`config.mk`:
```
export PLATFORM = sky130hd
export DESIGN_NAME = ann_run_controller
export DESIGN_NICKNAME = d
export VERILOG_FILES = /design/src/rtl/ann_run_controller.sv
export SDC_FILE = /design/constraint.sdc
export NUM_CORES = 1
export LEC_CHECK = 0
export BUFFER_PORTS_ARGS = -buffer_cell sky130_fd_sc_hd__buf_4
export CORE_MARGIN = 4
export CORE_UTILIZATION = 45
export DETAILED_ROUTE_END_ITERATION = 12
export PLACE_DENSITY = 0.71
export SKIP_LAST_GASP = 1
export SLEW_MARGIN = 20
export SYNTH_ARGS = -nofsm -noshare
export SYNTH_HDL_FRONTEND = slang
export SYNTH_SLANG_ARGS = --single-unit
export TNS_END_PERCENT = 10
```
`constraint.sdc`:
```
create_clock -name clock -period 2.9 [get_ports clock]
set_clock_uncertainty 0.05 [all_clocks]
set_input_delay 0.435 -clock clock [delete_from_list [all_inputs] [get_ports clock]]
set_output_delay 0.435 -clock clock [all_outputs]
set_load 0.01 [all_outputs]
```
`src/rtl/ann_run_controller.sv`:
```
// ann_run_controller: host-side handshake wrapper that starts one accelerator run, waits for done or timeout, and holds the result.
module ann_run_controller #(
    parameter int TIMEOUT_CYCLES = 10000,
    parameter int CNT_W = 16
) (
    input  logic             clock,
    input  logic             reset,
    input  logic             req_valid,
    output logic             req_ready,
    output logic             acc_start,
    input  logic             acc_done,
    input  logic [31:0]      acc_result,
    output logic             resp_valid,
    input  logic             resp_ready,
    output logic [31:0]      resp_label,
    output logic             resp_timeout,
    output logic [CNT_W-1:0] resp_cycles,
    output logic             busy,
    output logic             spurious_done
);
    typedef enum logic [1:0] {IDLE, START, WAIT, RESP} state_t;
    localparam logic [CNT_W-1:0] LIMIT = CNT_W'(TIMEOUT_CYCLES);
    state_t           state;
    logic [CNT_W-1:0] counter;
    always_ff @(posedge clock) begin
        if (!reset) begin
            state         <= IDLE;
            req_ready     <= 1'b0;
            acc_start     <= 1'b0;
            busy          <= 1'b0;
            resp_valid    <= 1'b0;
            resp_label    <= '0;
            resp_timeout  <= 1'b0;
            resp_cycles   <= '0;
            counter       <= '0;
            spurious_done <= 1'b0;
        end else begin
            case (state)
                IDLE: begin
                    // req_ready comes up one edge after reset, so acceptance needs it already high
                    if (req_valid && req_ready) begin
                        state     <= START;
                        req_ready <= 1'b0;
                        acc_start <= 1'b1;
                        busy      <= 1'b1;
                    end else begin
                        req_ready <= 1'b1;
                    end
                end
                START: begin
                    state     <= WAIT;
                    acc_start <= 1'b0;
                    counter   <= CNT_W'(1);
                end
                WAIT: begin
                    if (acc_done || counter == LIMIT) begin
                        state        <= RESP;
                        busy         <= 1'b0;
                        resp_valid   <= 1'b1;
                        resp_label   <= acc_done ? acc_result : 32'hFFFF_FFFF;
                        resp_timeout <= !acc_done;
                        resp_cycles  <= counter;
                    end else begin
                        counter <= counter + CNT_W'(1);
                    end
                end
                RESP: begin
                    if (resp_ready) begin
                        state      <= IDLE;
                        resp_valid <= 1'b0;
                        req_ready  <= 1'b1;
                    end
                end
                default: state <= IDLE;
            endcase
            if (acc_done && state != WAIT) spurious_done <= 1'b1;
        end
    end
endmodule

```
==> summary.md, run 1 <==
## Status
- run status: finished clean

## Timing
- relative slew slack: 0.450
- Final TNS setup: 0 ns
- crit path time final: 2.35 ns
- final worst path period share: 0.809
- slew at the pin closest to its max-slew limit: 0.815 ns
- Max Fclk: 0.426 GHz
- pins over their slew limit: 0
- Hold Violations, Final: 0
- count of endpoints failing setup in the final report: 0
- RSZ-0062 raised after global routing: no

## Route
- first drt pass iteration count: 4
- number of DRC violations after detailed routing: 0
- per-cell via count in the routed design: 5.64
- post-DR wirelength/cell: 15.8 um
- via count: 2678
- DRT Wirelength: 7480 um
- antenna viol nets, final: 0
- Starting DRT DRC Count: 153

## Finish
- commonest cells after routing, fill and taps aside: buf_4, dfxtp_1, nand2_1
- fraction of layout instances using a drive strength above 1: 0.367
- design area: 3960 um2
- synthesis-to-layout area growth: 31.4%
- sequential cell area: 1440 um2
- Post-layout nets: 436
- number of filler cells placed in the layout: 556
- fin util: 0.617
- leading cell type in the layout, fill and taps excluded: buf_4
- combined area of the multi-input logic cells: 1450 um2
- Antenna diodes: 0
- non-filler instance count after layout: 475

## Place
- number of cells after detailed placement: 459
- Port-buffer cells: 90
- global placement routability congestion: 0.849
- detailed placement HPWL: 5080 um
- Placed Instance Area: 3740 um2

## Clock tree
- number of buffers added for setup after CTS: 0
- H-tree lvl count: 3
- worst skew pair latency: 0.35 ns
- clock slew at the register clock pins of the worst setup and hold paths: 0.08 ns
- largest buffer count on any clock path: 2
- count of instances resized after the clock tree is built: 0
- clock sink count: 72
- Root Buffer: clkbuf_8
- number of CTS-inserted buffers: 9
- TritonCTS clock tree: built
- cts-stage hold buffer count: 0

## Logic synthesis
- dominant synthesized flop cell: dfxtp_1
- cells after synthesis: 310
- async set or reset register ratio after synthesis: 0
- part of the Yosys area used for sequential elements: 0.478
- number of distinct library cells after synthesis: 44
- Yosys warnings: 0
- count of flip-flops with a built-in enable after synthesis: 0
- number of synthesized register bits: 72
- total nets after synthesis: 353
- average size of a mapped cell: 9.73 um2
- synthesized cell area: 3020 um2

## Worst setup path
- critical path's largest stage delay: 0.63 ns
- Max stage delay cell, worst path: a41oi_1
- CP Data Arrival Time: 2.56 ns
- worst reg2reg path startpoint: state[0]
- startpoint types: flop
- worst setup path start: state[0]
- maximum net fanout on the critical path: 10
- end of the worst register-to-register path: resp_cycles[11]
- element type at the critical path end: flop
- library cell appearing most often on the critical path: buf_4
- number of gates on the worst path with buffers counted: 8
- Largest delay share family, worst path: compound AO/OA/AOI/OAI gates
- CP required: 3.12 ns
- register-to-register setup slack: 0.55 ns
- cells traversed along the worst timing path: inv_1 -> ha_1 -> buf_4 -> and2_1 -> a41oi_1 -> buf_4 -> nand2_1 -> a21boi_0
- FF-to-FF path depth: 8
- Crit Path Category: flop to flop
- crit path buf inv count: 3

## Flow run
- max capacitance violation total: 0

## Die
- total core area: 6420 um2
- Boundary Pins: 91
- num rows: 29
- horizontal die dimension: 89.9 um
- Initial Util: 0.470
- die span in y: 89.9 um
- full die area: 8070 um2

## Power
- Int Pwr: 0.00193 W
- power density relative to cell area: 696 nW/um2
- post-layout total power: 0.00276 W
- total net switching power: 0.000825 W
- Leak Pwr: 1.61 nW
- relative contribution of the clock network to total power: 0.315
- switching part of the total: 0.299
- portion of total power attributed to sequential cells: 0.427
- Max rail drop VDD: 0.360 mV
- portion of total power attributed to combinational logic: 0.258

## GRT
- wire length of the first global-routing pass: 12700 um
- total global routing track utilization: 0.189
- aggregate global routing overflow: 0
- antenna violations before repair: 0
- via count of the first global-routing pass: 2575
- largest net degree at the start of global routing: 76

## Hold path
- capture endpoint of the worst hold path: resp_label[18]
- HP Start: acc_result[18]
- worst hold-check path type: input port to flop
- hold path cells: 2

-- kinds of logic (layout without fill, tap and decap cells) --
kind of cell    count (synthesis)  in the layout  share of synthesized area
flops                          72             72                      0.478
xor+xnor                        1              1                    0.00291
compound gates                 90             90                      0.260
mux                             4              4                     0.0133
buf+inv                        31            119                     0.0415
fa+ha+maj                       6              6                     0.0249
simple gates                  106            106                      0.179
-- layout make-up --
cell class | count | area share
clock inverters | 7 | 0.0240
repair buffers | 95 | 0.183
well taps | 77 | 0.0243
flip-flops and latches | 72 | 0.364
inverters | 8 | 0.00758
clock buffers | 9 | 0.0313
multi-input cells | 207 | 0.366
-- power groups by stage --
stage | combinational, W | sequential, W | clock [W]
2_1_floorplan | 0.000372 | 0.00124 | 0
5_1_grt | 0.000783 | 0.00119 | 0.000935
6_report | 0.000711 | 0.00118 | 0.000869
4_1_cts | 0.000717 | 0.00118 | 0.000889
3_5_place_dp | 0.000713 | 0.00120 | 0
3_3_place_gp | 0.000702 | 0.00120 | 0
-- synth_stat cells (2+ instances only) --
cell       n  share of area
o31ai_1    3         0.0075
nor3_1     3         0.0050
or3_1      3         0.0062
and2_1     2         0.0041
a31oi_1    2         0.0041
dfxtp_1   72           0.48
o31a_1     2         0.0058
nor4_1     6          0.012
mux2i_1    4          0.013
o21ai_0    5         0.0083
nor2b_1    4         0.0083
ha_1       6          0.025
buf_2      6          0.010
or4_1      4          0.010
nand3_1    6          0.010
o221a_2   33           0.12
a21oi_1    6          0.010
and3_1     3         0.0062
nor2_1     6         0.0075
o211ai_1   7          0.017
nand4b_1   2         0.0058
nand2b_1   4         0.0083
a21boi_0  21          0.052
nand4_1    6          0.012
nand2_1   50          0.062
o21bai_1   2         0.0050
clkbuf_1  16          0.020
inv_1      8          0.010
and4_1     3         0.0087
-- sequential cells by signal, summed over array words and instances (netlist names) --
register	flops
req_ready	1
resp_cycles	16
resp_timeout	1
resp_valid	1
spurious_done	1
resp_label	32
busy	1
acc_start	1
counter	16
state	2
-- how the worst max path moves through the flow --
| stage | end | slack, ns |
|---|---|---|
| 3_3_place_gp | resp_cycles[10] | 0.67 |
| 5_1_grt | resp_cycles[15] | 0.35 |
| 6_report | resp_cycles[11] | 0.55 |
| 3_5_place_dp | resp_cycles[11] | 0.55 |
| 2_1_floorplan | counter[14] | 0.95 |
| 4_1_cts | resp_cycles[11] | 0.53 |
-- stage by stage --
stage,hold WS [ns],worst slack (ns)
after global routing,0.292,0.348
after floorplan,0.418,0.949
after detailed placement,0.410,0.552
after CTS,0.295,0.527
after global placement,0.408,0.671
final,0.309,0.554
-- metal layers --
layer  up-vias  wire length, um  share of wire  global-route usage
met3        12              450          0.060              0.0526
met5         -                0              0                   0
met1      1254             3580           0.48               0.248
met4         0              136          0.018              0.0816
li1       1329                -              -                   -
met2        83             3320           0.44               0.290
Power figures use the tool's default switching activity.
==> run 2, diff against run 1 <==
- ABC_AREA: default -> 1
- clock period: 2.9 -> 2.42 ns (I/O delays scaled with it)
==> summary.md, run 2 <==
## Status
- run status: finished clean

## Logic synthesis
- part of the Yosys area used for sequential elements: 0.461, -0.0170
- area fraction of the dominant cell type after synthesis: 0.461, -0.0170
- async set or reset register ratio after synthesis: 0, unchanged
- dominant synthesized flop cell: dfxtp_1
- Yosys warnings: 0, unchanged
- Synth area leaders: dfxtp_1, nor2_1, o21ai_0, nand2_1, nor2_2
- top cells by count, synth: nor2_1, dfxtp_1, nand2_1
- most common cell in the synthesized netlist: nor2_1
- post-synth top area cell: dfxtp_1
- synthesized cell area: 3130 um2, +3.7%
- cells after synthesis: 422, +36%
- count of flip-flops with a built-in enable after synthesis: 0, unchanged
- number of synthesized register bits: 72, unchanged
- average size of a mapped cell: 7.41 um2, -24%
- number of distinct library cells after synthesis: 27, -39%
- total nets after synthesis: 465, +32%

## Die
- full die area: 8350 um2, +3.4%
- Initial Util: 0.463, -0.00673
- Boundary Pins: 91, unchanged
- num rows: 30, +3.4%
- die span in y: 91.4 um, +1.7%
- horizontal die dimension: 91.4 um, +1.7%
- total core area: 6760 um2, +5.2%

## Timing
- Hold Violations, Final: 0, unchanged
- Final TNS setup: 0 ns, unchanged
- slew at the pin closest to its max-slew limit: 0.688 ns, -0.126 ns
- pins over their slew limit: 0, unchanged
- RSZ-0062 raised after global routing: no
- crit path time final: 2.07 ns, -0.280 ns
- Max Fclk: 0.484 GHz, +14%
- count of endpoints failing setup in the final report: 0, unchanged
- hold slack: 0.210 ns, -0.0993 ns
- relative slew slack: 0.541, +0.0909
- final worst path period share: 0.854, +0.0447

## Clock tree
- count of instances resized after the clock tree is built: 0, unchanged
- worst skew pair latency: 0.35 ns, about the same
- clock slew at the register clock pins of the worst setup and hold paths: 0.09 ns, about the same
- largest buffer count on any clock path: 2, unchanged
- clock sink count: 72, unchanged
- H-tree lvl count: 3, unchanged
- number of CTS-inserted buffers: 9, unchanged
- Root Buffer: clkbuf_8
- cts-stage hold buffer count: 0, unchanged
- number of buffers added for setup after CTS: 0, unchanged
- TritonCTS clock tree: built

## Finish
- Antenna diodes: 0, unchanged
- commonest cells after routing, fill and taps aside: nor2_1, buf_4, dfxtp_1
- largest registers: resp_label (32), counter (16), resp_cycles (16)
- max FFs per register: 32, unchanged
- leading cell type in the layout, fill and taps excluded: nor2_1
- number of filler cells placed in the layout: 628, +13%
- synthesis-to-layout area growth: 29.5%
- combined area of the multi-input logic cells: 1460 um2, +0.69%
- register with the highest flop count: resp_label
- Post-layout nets: 549, +26%
- fraction of layout instances using a drive strength above 1: 0.268, -0.0987
- sequential cell area: 1440 um2, unchanged

## Worst setup path
- element type at the critical path end: flop
- maximum net fanout on the critical path: 13, +3
- library cell appearing most often on the critical path: nand2_1
- Max stage delay cell, worst path: dfxtp_1
- cells traversed along the worst timing path: inv_1 -> ha_1 -> nand2_1 -> nor2_1 -> nand2_2 -> nand3_2 -> nand2_1 -> nor2_1 -> nand2_1 -> o21ai_0
- Crit Path Category: flop to flop
- startpoint types: flop
- critical path's largest stage delay: 0.47 ns, -0.16 ns
- CP Data Arrival Time: 2.25 ns, -0.31 ns
- CP required: 2.61 ns, -0.51 ns

## Route
- antenna viol nets, final: 0, unchanged
- first drt pass iteration count: 4, unchanged
- Starting DRT DRC Count: 165, +7.8%
- per-cell via count in the routed design: 5.09, -9.8%
- post-DR wirelength/cell: 13.5 um, -14%
- via count: 3007, +12%
- DRT Wirelength: 7980 um, +6.6%
- number of DRC violations after detailed routing: 0, unchanged

## GRT
- largest net degree at the start of global routing: 45, -41%
- aggregate global routing overflow: 0, unchanged
- wire length of the first global-routing pass: 13200 um, +4.3%
- via count of the first global-routing pass: 2887, +12%
- antenna violations before repair: 0, unchanged
- total global routing track utilization: 0.195, +0.00641

## Hold path
- worst hold-check path type: input port to flop

## Place
- global placement routability congestion: 0.886, +4.3%
- Port-buffer cells: 90, unchanged
- detailed placement HPWL: 5570 um, +9.7%

## Power
- power density relative to cell area: 913 nW/um2, +31%
- Leak Pwr: 1.80 nW, +11%
- Max rail drop VDD: 0.451 mV, +25%

## Flow run
- max capacitance violation total: 0, unchanged

run 2: cell types whose count changed in the layout (fill, tap and decap cells not counted), sizes merged, moves of 5 or more:
cell    previous run  this run
a21oi              6        21
o221a             33         0
nand3              7        23
nor2               6       124
a21boi            22         0
nand2             50        55
inv                9        27
o22ai              1        12
nor4               6         0
o211ai             7         0
o21ai              5        45
run 2: layer usage:
metal,vias up,track usage,routed length [um]
met5,-,0,0
met4,0,0.0754,106
met3,13,0.0605,549
met2,93,0.325,3890
met1,1366,0.234,3430
li1,1535,-,-
run 2: per-stage QoR:
step | std cells | power (W) | utilization | setup slack [ns] | instance area (um2)
floorplan | 422 | 0.00217 | - | 0.776 | 3130
global placement | 575 | 0.00262 | 0.566 | 0.379 | 3820
detailed placement | 575 | 0.00264 | 0.566 | 0.381 | 3820
CTS | 591 | 0.00372 | 0.599 | 0.360 | 4050
global route | 591 | 0.00393 | 0.599 | 0.156 | 4050
finish | 591 | 0.00370 | 0.599 | 0.354 | 4050
run 2: power breakdown:
part           internal (W)  switching, W
sequential          0.00139      0.000134
combinational      0.000479      0.000606
clock              0.000595      0.000490
total               0.00247       0.00123
run 2: cells by family (layout without fill, tap and decap cells):
logic type	after synthesis	count (layout)	share of synthesized area
AO/OA/AOI/OAI	79	79	0.136
XOR/XNOR	6	6	0.0168
adder cells (fa/ha/maj)	6	6	0.0240
buffers and inverters	47	136	0.0724
flip-flops	72	72	0.461
AND/OR/NAND/NOR	212	212	0.290
run 2: final timing paths:
kind / to / slack, ns / cells past startpoint / start
max: counter[4] / 0.35 / 10 / counter[0]
min: resp_label[23] / 0.21 / 3 / acc_result[23]
max reg2reg: counter[4] / 0.35 / 10 / counter[0]
min reg2reg: busy / 0.42 / 2 / busy
run 2: cell type report:
| cell class | instances | share of cell area |
|---|---|---|
| repair buffers | 96 | 0.181 |
| flip-flops and latches | 72 | 0.356 |
| clock inverters | 7 | 0.0253 |
| well taps | 80 | 0.0247 |
| inverters | 24 | 0.0222 |
| multi-input cells | 303 | 0.360 |
| clock buffers | 9 | 0.0306 |
run 2: worst max-delay path: cells and delay by family, from the launching register on:
kind,cells,cell delay [ns]
flops,1,0.47
simple gates,7,1.06
buf+inv,1,0.09
compound gates,1,0.07
fa+ha+maj,1,0.22
==> run 3, diff against run 2 <==
- ABC_AREA: 1 -> default
==> summary.md, run 3 (synthesized netlist as in run 1, its figures left out) <==
## Status
- run status: finished clean

## Finish
- max FFs per register: 32, unchanged
- Post-layout nets: 440, -20%
- fraction of layout instances using a drive strength above 1: 0.373, +0.105
- synthesis-to-layout area growth: 33.5%
- largest registers: resp_label (32), counter (16), resp_cycles (16)
- commonest cells after routing, fill and taps aside: buf_4, dfxtp_1, nand2_1
- Antenna diodes: 0, unchanged
- register with the highest flop count: resp_label
- leading cell type in the layout, fill and taps excluded: buf_4

## Worst setup path
- cells traversed along the worst timing path: ha_1 -> nand3_2 -> or4_1 -> or4_1 -> a21boi_1
- element type at the critical path end: flop
- register-to-register setup slack: 0.22 ns, -0.13 ns
- FF-to-FF path depth: 5, -5
- CP required: 2.65 ns, +0.04 ns
- Max stage delay cell, worst path: or4_1
- worst reg2reg path startpoint: counter[1]
- startpoint types: flop
- library cell appearing most often on the critical path: or4_1
- end of the worst register-to-register path: counter[14]
- CP Data Arrival Time: 2.42 ns, +0.17 ns
- Crit Path Category: flop to flop
- maximum net fanout on the critical path: 8, -5
- critical path's largest stage delay: 0.56 ns, +0.09 ns

## Timing
- slew at the pin closest to its max-slew limit: 0.632 ns, -0.0561 ns
- slack of the critical path: 0.224 ns, -0.130 ns
- RSZ-0062 raised after global routing: no
- count of endpoints failing setup in the final report: 0, unchanged
- final worst path period share: 0.907, +0.0535
- crit path time final: 2.20 ns, +0.130 ns
- Max Fclk: 0.455 GHz, -5.9%
- relative slew slack: 0.573, +0.0320
- pins over their slew limit: 0, unchanged
- Hold Violations, Final: 0, unchanged
- Final TNS setup: 0 ns, unchanged

## Die
- Boundary Pins: 91, unchanged
- full die area: 8070 um2, -3.2%
- num rows: 29, -3.3%
- horizontal die dimension: 89.9 um, -1.6%
- Initial Util: 0.470, +0.00673
- total core area: 6420 um2, -4.9%
- die span in y: 89.9 um, -1.6%

## Place
- global placement routability congestion: 0.832, -6.2%
- DP Worst Slack: 0.238 ns, -0.143 ns
- Port-buffer cells: 90, unchanged
- detailed placement HPWL: 5360 um, -3.8%

## Route
- DRT Wirelength: 7760 um, -2.7%
- first drt pass iteration count: 4, unchanged
- per-cell via count in the routed design: 5.75, +13%
- post-DR wirelength/cell: 16.2 um, +20%
- number of DRC violations after detailed routing: 0, unchanged
- via count: 2755, -8.4%
- antenna viol nets, final: 0, unchanged
- Starting DRT DRC Count: 184, +12%

## Hold path
- capture endpoint of the worst hold path: resp_label[9]
- worst hold-check path type: input port to flop
- HP Start: acc_result[9]
- hold path cells: 2, -1

## Clock tree
- TritonCTS clock tree: built
- H-tree lvl count: 3, unchanged
- number of buffers added for setup after CTS: 0, unchanged
- worst skew pair latency: 0.34 ns, about the same
- clock slew at the register clock pins of the worst setup and hold paths: 0.08 ns, about the same
- number of CTS-inserted buffers: 9, unchanged
- Root Buffer: clkbuf_8
- largest buffer count on any clock path: 2, unchanged
- count of instances resized after the clock tree is built: 0, unchanged
- cts-stage hold buffer count: 0, unchanged
- clock sink count: 72, unchanged

## GRT
- largest net degree at the start of global routing: 60, +33%
- via count of the first global-routing pass: 2615, -9.4%
- aggregate global routing overflow: 0, unchanged
- total global routing track utilization: 0.192, -0.00329
- wire length of the first global-routing pass: 12900 um, -2.7%
- antenna violations before repair: 0, unchanged

## Power
- Max rail drop VDD: 0.408 mV, -9.7%
- Leak Pwr: 1.65 nW, -8.0%
- power density relative to cell area: 873 nW/um2, -4.4%
- post-layout total power: 0.00352 W, -4.9%

## Flow run
- max capacitance violation total: 0, unchanged

-- run 3: cell count changes in the layout (fill, tap and decap cells not counted), moves of 7 or more --
| cell | change |
|---|---|
| a21boi_0 | +21 |
| a21oi_1 | -14 |
| inv_1 | -15 |
| nand3_1 | -16 |
| nor2_1 | -98 |
| nor2_2 | -20 |
| o211ai_1 | +7 |
| o21ai_0 | -39 |
| o221a_2 | +33 |
| o22ai_1 | -11 |
-- run 3: final cells by class --
cell class | count | area, um2
well taps | 77 | 96.3
clock buffers | 9 | 124
inverters | 8 | 30.0
repair buffers | 99 | 743
multi-input cells | 207 | 1450
flip-flops and latches | 72 | 1440
fillers | 562 | 2400
clock inverters | 7 | 143
-- run 3: worst max path at each step --
stage / from / to / slack (ns) / cells after the start
floorplan: state[0] / counter[14] / 0.47 / 6
global placement: counter[1] / counter[14] / 0.28 / 5
detailed placement: counter[1] / counter[14] / 0.24 / 5
CTS: counter[1] / counter[14] / 0.22 / 5
global route: state[0] / resp_cycles[2] / 0.08 / 8
finish: counter[1] / counter[14] / 0.22 / 5
-- run 3: worst max-delay path, delay by kind of cell, from the launching register on --
family,cells,cell delay [ns]
compound gates,1,0.14
fa+ha+maj,1,0.26
flops,1,0.44
simple gates,3,1.24
-- run 3: routing by layer --
metal	routed length (um)	global-route usage	up-vias
met5	0	0	-
met1	3570	0.246	1313
li1	-	-	1346
met2	3610	0.305	86
met3	468	0.0509	10
met4	112	0.0829	0
-- run 3: through the flow --
step                      instance area [um2]  std cells  utilization  hold slack [ns]
final                                    4030        479        0.627            0.246
after global routing                     4030        479        0.627            0.228
after CTS                                4030        479        0.627            0.231
after detailed placement                 3760        463        0.585            0.411
after global placement                   3760        463        0.585            0.404
after floorplan                          3020        310            -            0.418
-- run 3: where the power goes --
part	total, W	switching, W	internal [W]
clock	0.00125	0.000453	0.000793
sequential	0.00142	0.0000918	0.00132
combinational	0.000855	0.000445	0.000409
total	0.00352	0.000990	0.00253
